**src/rtl/universal_shift_reg_pkg.sv**
```systemverilog
// Shared types for the universal shift register: the per-cycle operation code.
package universal_shift_reg_pkg;

   typedef enum logic [1:0] {
      MODE_HOLD = 2'b00,
      MODE_SHR  = 2'b01,
      MODE_SHL  = 2'b10,
      MODE_LOAD = 2'b11
   } mode_t;

endpackage

```
**src/rtl/usr_bit_cell.sv**
```systemverilog
// One bit of the universal shift register: a 4:1 mux selecting hold, the
// more-significant neighbour (shift right), the less-significant neighbour
// (shift left) or parallel data, feeding a flip-flop with clear and enable.
module usr_bit_cell
   import universal_shift_reg_pkg::*;
(
   input  logic  clk,
   input  logic  rstn,
   input  logic  clr,
   input  logic  en,
   input  mode_t mode,
   input  logic  from_hi,
   input  logic  from_lo,
   input  logic  d,
   output logic  q
);

   logic q_nxt;

   // Mode mux: selects the value this bit takes on an enabled edge.
   always_comb begin
      q_nxt = q;
      case (mode)
         MODE_SHR:  q_nxt = from_hi;
         MODE_SHL:  q_nxt = from_lo;
         MODE_LOAD: q_nxt = d;
         default:   q_nxt = q;
      endcase
   end

   // Storage flop: async reset, then synchronous clear, then enable.
   always_ff @(posedge clk or negedge rstn) begin
      if (!rstn) begin
         q <= 1'b0;
      end else if (clr) begin
         q <= 1'b0;
      end else if (en) begin
         q <= q_nxt;
      end
   end

endmodule

```
**src/rtl/universal_shift_reg.sv**
```systemverilog
// Universal shift register: WIDTH bit cells plus a saturating shift counter
// that flags when a loaded word has been fully shifted out.
module universal_shift_reg
   import universal_shift_reg_pkg::*;
#(
   parameter int WIDTH  = 4,
   parameter int ROTATE = 0
) (
   input  logic                       clk,
   input  logic                       rstn,
   input  logic                       clr,
   input  logic                       en,
   input  logic [1:0]                 mode,
   input  logic                       sir,
   input  logic                       sil,
   input  logic [WIDTH-1:0]           d,
   output logic [WIDTH-1:0]           q,
   output logic                       so_r,
   output logic                       so_l,
   output logic [$clog2(WIDTH+1)-1:0] cnt,
   output logic                       done
);

   localparam int CW = $clog2(WIDTH+1);
   localparam logic [CW-1:0] CNT_MAX = CW'(WIDTH);

   mode_t            mode_e;
   logic [WIDTH-1:0] hi_in;
   logic [WIDTH-1:0] lo_in;

   assign mode_e = mode_t'(mode);

   // Neighbour wiring: end cells take the serial input or the rotate wrap.
   always_comb begin
      hi_in = {((ROTATE != 0) ? q[0] : sir), q[WIDTH-1:1]};
      lo_in = {q[WIDTH-2:0], ((ROTATE != 0) ? q[WIDTH-1] : sil)};
   end

   for (genvar i = 0; i < WIDTH; i++) begin : g_cell
      usr_bit_cell u_cell (
         .clk     (clk),
         .rstn    (rstn),
         .clr     (clr),
         .en      (en),
         .mode    (mode_e),
         .from_hi (hi_in[i]),
         .from_lo (lo_in[i]),
         .d       (d[i]),
         .q       (q[i])
      );
   end

   // Shift counter: restarts on load/clear, saturates at WIDTH while shifting.
   always_ff @(posedge clk or negedge rstn) begin
      if (!rstn) begin
         cnt <= '0;
      end else if (clr) begin
         cnt <= '0;
      end else if (en) begin
         case (mode_e)
            MODE_LOAD: cnt <= '0;
            MODE_SHR, MODE_SHL: begin
               if (cnt != CNT_MAX) begin
                  cnt <= cnt + 1'b1;
               end
            end
            default: cnt <= cnt;
         endcase
      end
   end

   // Output decodes of registered state only.
   always_comb begin
      so_r = q[0];
      so_l = q[WIDTH-1];
      done = (cnt == CNT_MAX);
   end

endmodule

```
**config.mk**
```make
export PLATFORM = sky130hd
export DESIGN_NAME = universal_shift_reg
export DESIGN_NICKNAME = d
export VERILOG_FILES = /design/src/rtl/universal_shift_reg_pkg.sv /design/src/rtl/usr_bit_cell.sv /design/src/rtl/universal_shift_reg.sv
export SDC_FILE = /design/constraint.sdc
export NUM_CORES = 1
export LEC_CHECK = 0
export ABC_AREA = 1
export CELL_PAD_IN_SITES_DETAIL_PLACEMENT = 0
export CELL_PAD_IN_SITES_GLOBAL_PLACEMENT = 2
export CORE_UTILIZATION = 23
export DETAILED_ROUTE_END_ITERATION = 10
export PLACE_DENSITY_LB_ADDON = 0.1
export REMOVE_ABC_BUFFERS = 1
export SYNTH_ARGS = -nofsm -noshare
export SYNTH_HDL_FRONTEND = slang
export SYNTH_SLANG_ARGS = --single-unit
```
**constraint.sdc**
```tcl
create_clock -name clk -period 2.5 [get_ports clk]
set_input_delay 0.375 -clock clk [delete_from_list [all_inputs] [get_ports clk]]
set_output_delay 0.375 -clock clk [all_outputs]
set_load 0.02 [all_outputs]
```
Yosys cells after proc, flatten, opt, wreduce, memory -nomap -nowiden
Index checks and enable logic that the tools add are counted.
Operators by class
  equality and inequality tests: 6
  add/subtract/negate cells: 1
  reduce and logical (&&, ||, !) cells: 6
  muxes and demuxes: 16
Operator list (number)
  $pmux 1 s3: 4
  $mux 3: 3
  $mux 1: 8
  $ne 3x3->1 const B: 2
  $pmux 3 s2: 1
  $eq 2x2->1 const B: 2
  $reduce_bool 4->1: 1
  $add 3x1->3 const B: 1
  $eq 3x3->1 const B: 1
  $reduce_and 3->1: 1
  $reduce_bool 3->1: 1
  $eq 2x1->1 const B: 1
  $reduce_and 2->1: 1
  $reduce_bool 2->1: 1
  $reduce_or 2->1: 1
Word-level totals
  bits in registers: 7
  output and inout bits: 10
  word-level logic and storage cells: 34

Depth between registers and ports, before layout
  word-level depth: 5
  mapped depth: 8

Hierarchy
From an unflattened synthesis, not the netlist that was laid out.
Unflattened totals
  cells, all modules: 98
  area, all modules: 598.1 um^2
Modules (own cells, without submodules)
  usr_bit_cell: instances 4, sequential area each 25.0 um^2, cells each 16, area an instance 86.3 um^2
  universal_shift_reg: instances 1, sequential area each 75.1 um^2, cells each 34, area an instance 252.7 um^2

Least setup slack after synthesis
No wires, ideal clock.
  path type: register -> register
  start: register cnt[0]
  end: register cnt[2]
  setup slack: 1202 ps
  buffers on the path: 0
  stages on the path, launching flop included: 9
  clock period less this slack: 1298 ps
  required time: 2382 ps
  setup time: 118 ps
  arrival time: 1181 ps
  path through: dfrtp_1 -> inv_1 -> ha_1 -> nand2_1 -> inv_1 -> nand2_4 -> nand3_4 -> nand2_1 -> nand2_1
On the way
  word-level cells in the longest chain between the ends: 5
Ends and longest elaborated chain
  from (decl): line universal_shift_reg.sv:20  | output logic [$clog2(WIDTH+1)-1:0] cnt,
  from (signal assigned): line universal_shift_reg.sv:64  | cnt <= cnt + 1'b1;
  from (signal assigned): line universal_shift_reg.sv:67  | default: cnt <= cnt;
  $add 3x1->3: line universal_shift_reg.sv:64
  $mux 3: line universal_shift_reg.sv:63  | if (cnt != CNT_MAX) begin
  $pmux 3 s2: line universal_shift_reg.sv:60  | case (mode_e)
  $mux 3: line universal_shift_reg.sv:59  | end else if (en) begin
  $mux 3: line universal_shift_reg.sv:57  | end else if (clr) begin
Several ways; a longest one is shown, not always the timed one. The select of a mux whose other input is x is not followed.
A chain may end at the register's enable or synchronous reset.

Final worst setup path
  start: register cnt[0]
  end: output port done
On the way
  word-level cells in the longest chain between the ends: 1
Ends and longest elaborated chain
  $eq 3x3->1: line universal_shift_reg.sv:76  | done = (cnt == CNT_MAX);
  to (decl): line universal_shift_reg.sv:21  | output logic done
No other way between the ends.

==> impl_results.md <==
- Run status: finished, final reports clean
- Setup TNS: 0 ns
- Total routed wirelength: 1180 um
- Skew final: 0.00189 ns
- Vias/cell: 4.09
- Synth Area in Compound Gates: 0
- Register Area: 175 um^2
- Multi-input logic area: 312 um^2
- Combinational family with the most area after synthesis: simple AND/OR/NAND/NOR gates
- Maximum root-to-sink buffer count: 2
- XOR/XNOR Fraction of Synth Area: 0
- Io pins: 22
- Sink Count: 7
- Core box area: 2210 um^2
- CTS tree: yes
- Total of max-cap violations: 0
- WL/cell: 9.33 um
- Least-Margin Pin Slew: 0.305 ns
- Post-layout min period: 2.03 ns
- Final ANT Viol Nets: 0
- Layout cells sized above 1: 0.122
- Drt first pass iters: 2
- Placement Rows: 17
- Post-route core utilization: 0.355
- Initial antenna violation count: 0
- IO buf count: 21
- Top layer in use: met3
- Setup CP Type: flop to primary output
- Worst EP arrival: 1.66 ns
- Starting Density: 0.245
- Hold Crit Class: input pin to async pin
- Final period util: 0.813
- Req. time, crit path: 2.12 ns
- Cells after Synth: 77
- Clk slew on worst S/H paths: 0.05 ns
- Distinct cells, synth: 16
- Synthesized flop and latch total: 7
- Post-synthesis sequential area ratio: 0.323
- CP max FO: 5
- Setup crit start kind: flop
- GRT Total Usage: 0.108
- Multiplexer share of the synthesized area: 0
- Fraction of registers with async set/reset: 1.00
- Prevailing post-synth register cell: dfrtp_1
- Synthesized area: 543 um^2
- Synthesized area per cell: 7.05 um^2
- First-pass GRT wire length: 2150 um
- FMAX: 492 MHz
- Area grow syn2layout: 44.5%
- Post-CTS setup buffers: 0
- Layout Nets: 115
- Vias in the first global route: 545
- RePlAce Congestion: 0.684
- Rel. slew slack: 0.796
- Pleak: 0.394 nW
- RSZ-0062 raised after global routing: no
- Adder-Cell Fraction of Synth Area: 0.0922
- Tot Pwr: 0.321 mW
- Post-Synth Simple-Gate Area: 0.482
- TritonCTS Buffers: 3
- Top-count cell post-synth: nand2_1
- Clk_lat worst skew: 0.24 ns
- Root buffer cell: clkbuf_4
- Die H: 50.6 um
- Overflow after GRT: 0
- 1st-iter DRT viols: 8
- Routed met3 length: 32 um
- # resized after CTS: 0
- Fillers: 259
- Final Hold Vio Count: 0
- Via count: 515
- H-tree Lvls: 1
- Synth area leaders: dfrtp_1, nand2_1, ha_1
- Post-synth top area cell: dfrtp_1
- Post-synth top area share: 0.323
- Hold-fix buffer count after cts: 0
- Largest net degree at the start of global routing: 8
- Maximum VDD drop: 0.135 mV
- Post-synth EDFFs: 0
- Die W: 50.6 um
- Met2 routed WL: 548 um
- Pwr Density: 409 nW/um^2
- Met1 Routed Length: 594 um
- Yosys warns: 0
- Element type at the critical path end: primary output
- DP Wirelength: 1010 um
- # DRC: 0
- Ant. Diodes: 0
- # setup viols final: 0
- Fin. max-slew vios: 0
- Die Area: 2560 um^2
- Top cells by count, synth: nand2_1, dfrtp_1, nand3_1
[worst paths after layout]
path | startpoint | to | slack [ns] | cells past startpoint
worst max-delay path | cnt[0]$_DFFE_PN0P_ | done | 0.47 | 5
worst min-delay path | rstn | g_cell[3].u_cell.q$_DFFE_PN0P_ | 0.38 | 1
worst max register to register | cnt[0]$_DFFE_PN0P_ | cnt[1]$_DFFE_PN0P_ | 1.30 | 5
worst min register to register | g_cell[3].u_cell.q$_DFFE_PN0P_ | g_cell[3].u_cell.q$_DFFE_PN0P_ | 0.54 | 2
max in group asynchronous | rstn | cnt[1]$_DFFE_PN0P_ | 1.90 | 1
min in group clk | g_cell[3].u_cell.q$_DFFE_PN0P_ | g_cell[3].u_cell.q$_DFFE_PN0P_ | 0.54 | 2
[cell usage in the layout (no fill, tap or decap)]
master           Yosys  layout
clkbuf_1             0       1
nand2_4              1       1
nand2_1             35      35
ha_1                 4       4
clkbuf_4             0       3
nand2_2              2       2
inv_2                2       2
nand3_4              1       1
inv_1                5       5
nor3b_1              1       1
nand3_1              7       7
nor2_2               1       1
clkdlybuf4s50_1      0      21
or2_4                1       1
nor2_4               1       1
nor2_1               4       4
dfrtp_1              7       7
nor3_1               1       1
[final cells by class]
class                   instances  area share
well taps                      28      0.0447
repair buffers                 21       0.268
flip-flops and latches          7       0.223
multi-input cells              59       0.397
clock buffers                   4      0.0335
inverters                       7      0.0335
[critical path: stages, from the launching register on]
cell and delay (ns):
dfrtp_1 0.43, inv_1 0.08, ha_1 0.14, nand2_1 0.04, inv_1 0.11, clkdlybuf4s50_1 0.62
[through the flow]
step	instances	setup WS [ns]	hold slack (ns)	cell area, um^2
detailed placement	122	0.677	0.536	758
global route	126	0.334	0.402	785
global placement	122	0.680	0.525	758
floorplan	73	1.20	0.0794	513
finish	126	0.466	0.378	785
CTS	126	0.440	0.383	785
[sequential cells by signal, summed over array words and instances, names as in the netlist]
register         flops
g_cell.u_cell.q      4
cnt                  3
[per-layer routing]
layer / GRT usage / up-vias
li1: - / 275
met1: 0.139 / 227
met2: 0.196 / 13
met3: 0.00303 / 0
met4: 0.0278 / 0
met5: 0 / -
[report_power, final]
part	internal (mW)	switching (mW)
sequential	0.120	0.00911
combinational	0.0483	0.0483
clock	0.0605	0.0346
[cell families (layout without fill, tap and decap cells)]
group,count (synthesis),in the layout
buffers and inverters,11,32
adders and majority gates,4,4
DFF,7,7
and+or+nand+nor,55,55
Note: power is estimated with default switching activity, not from simulation.
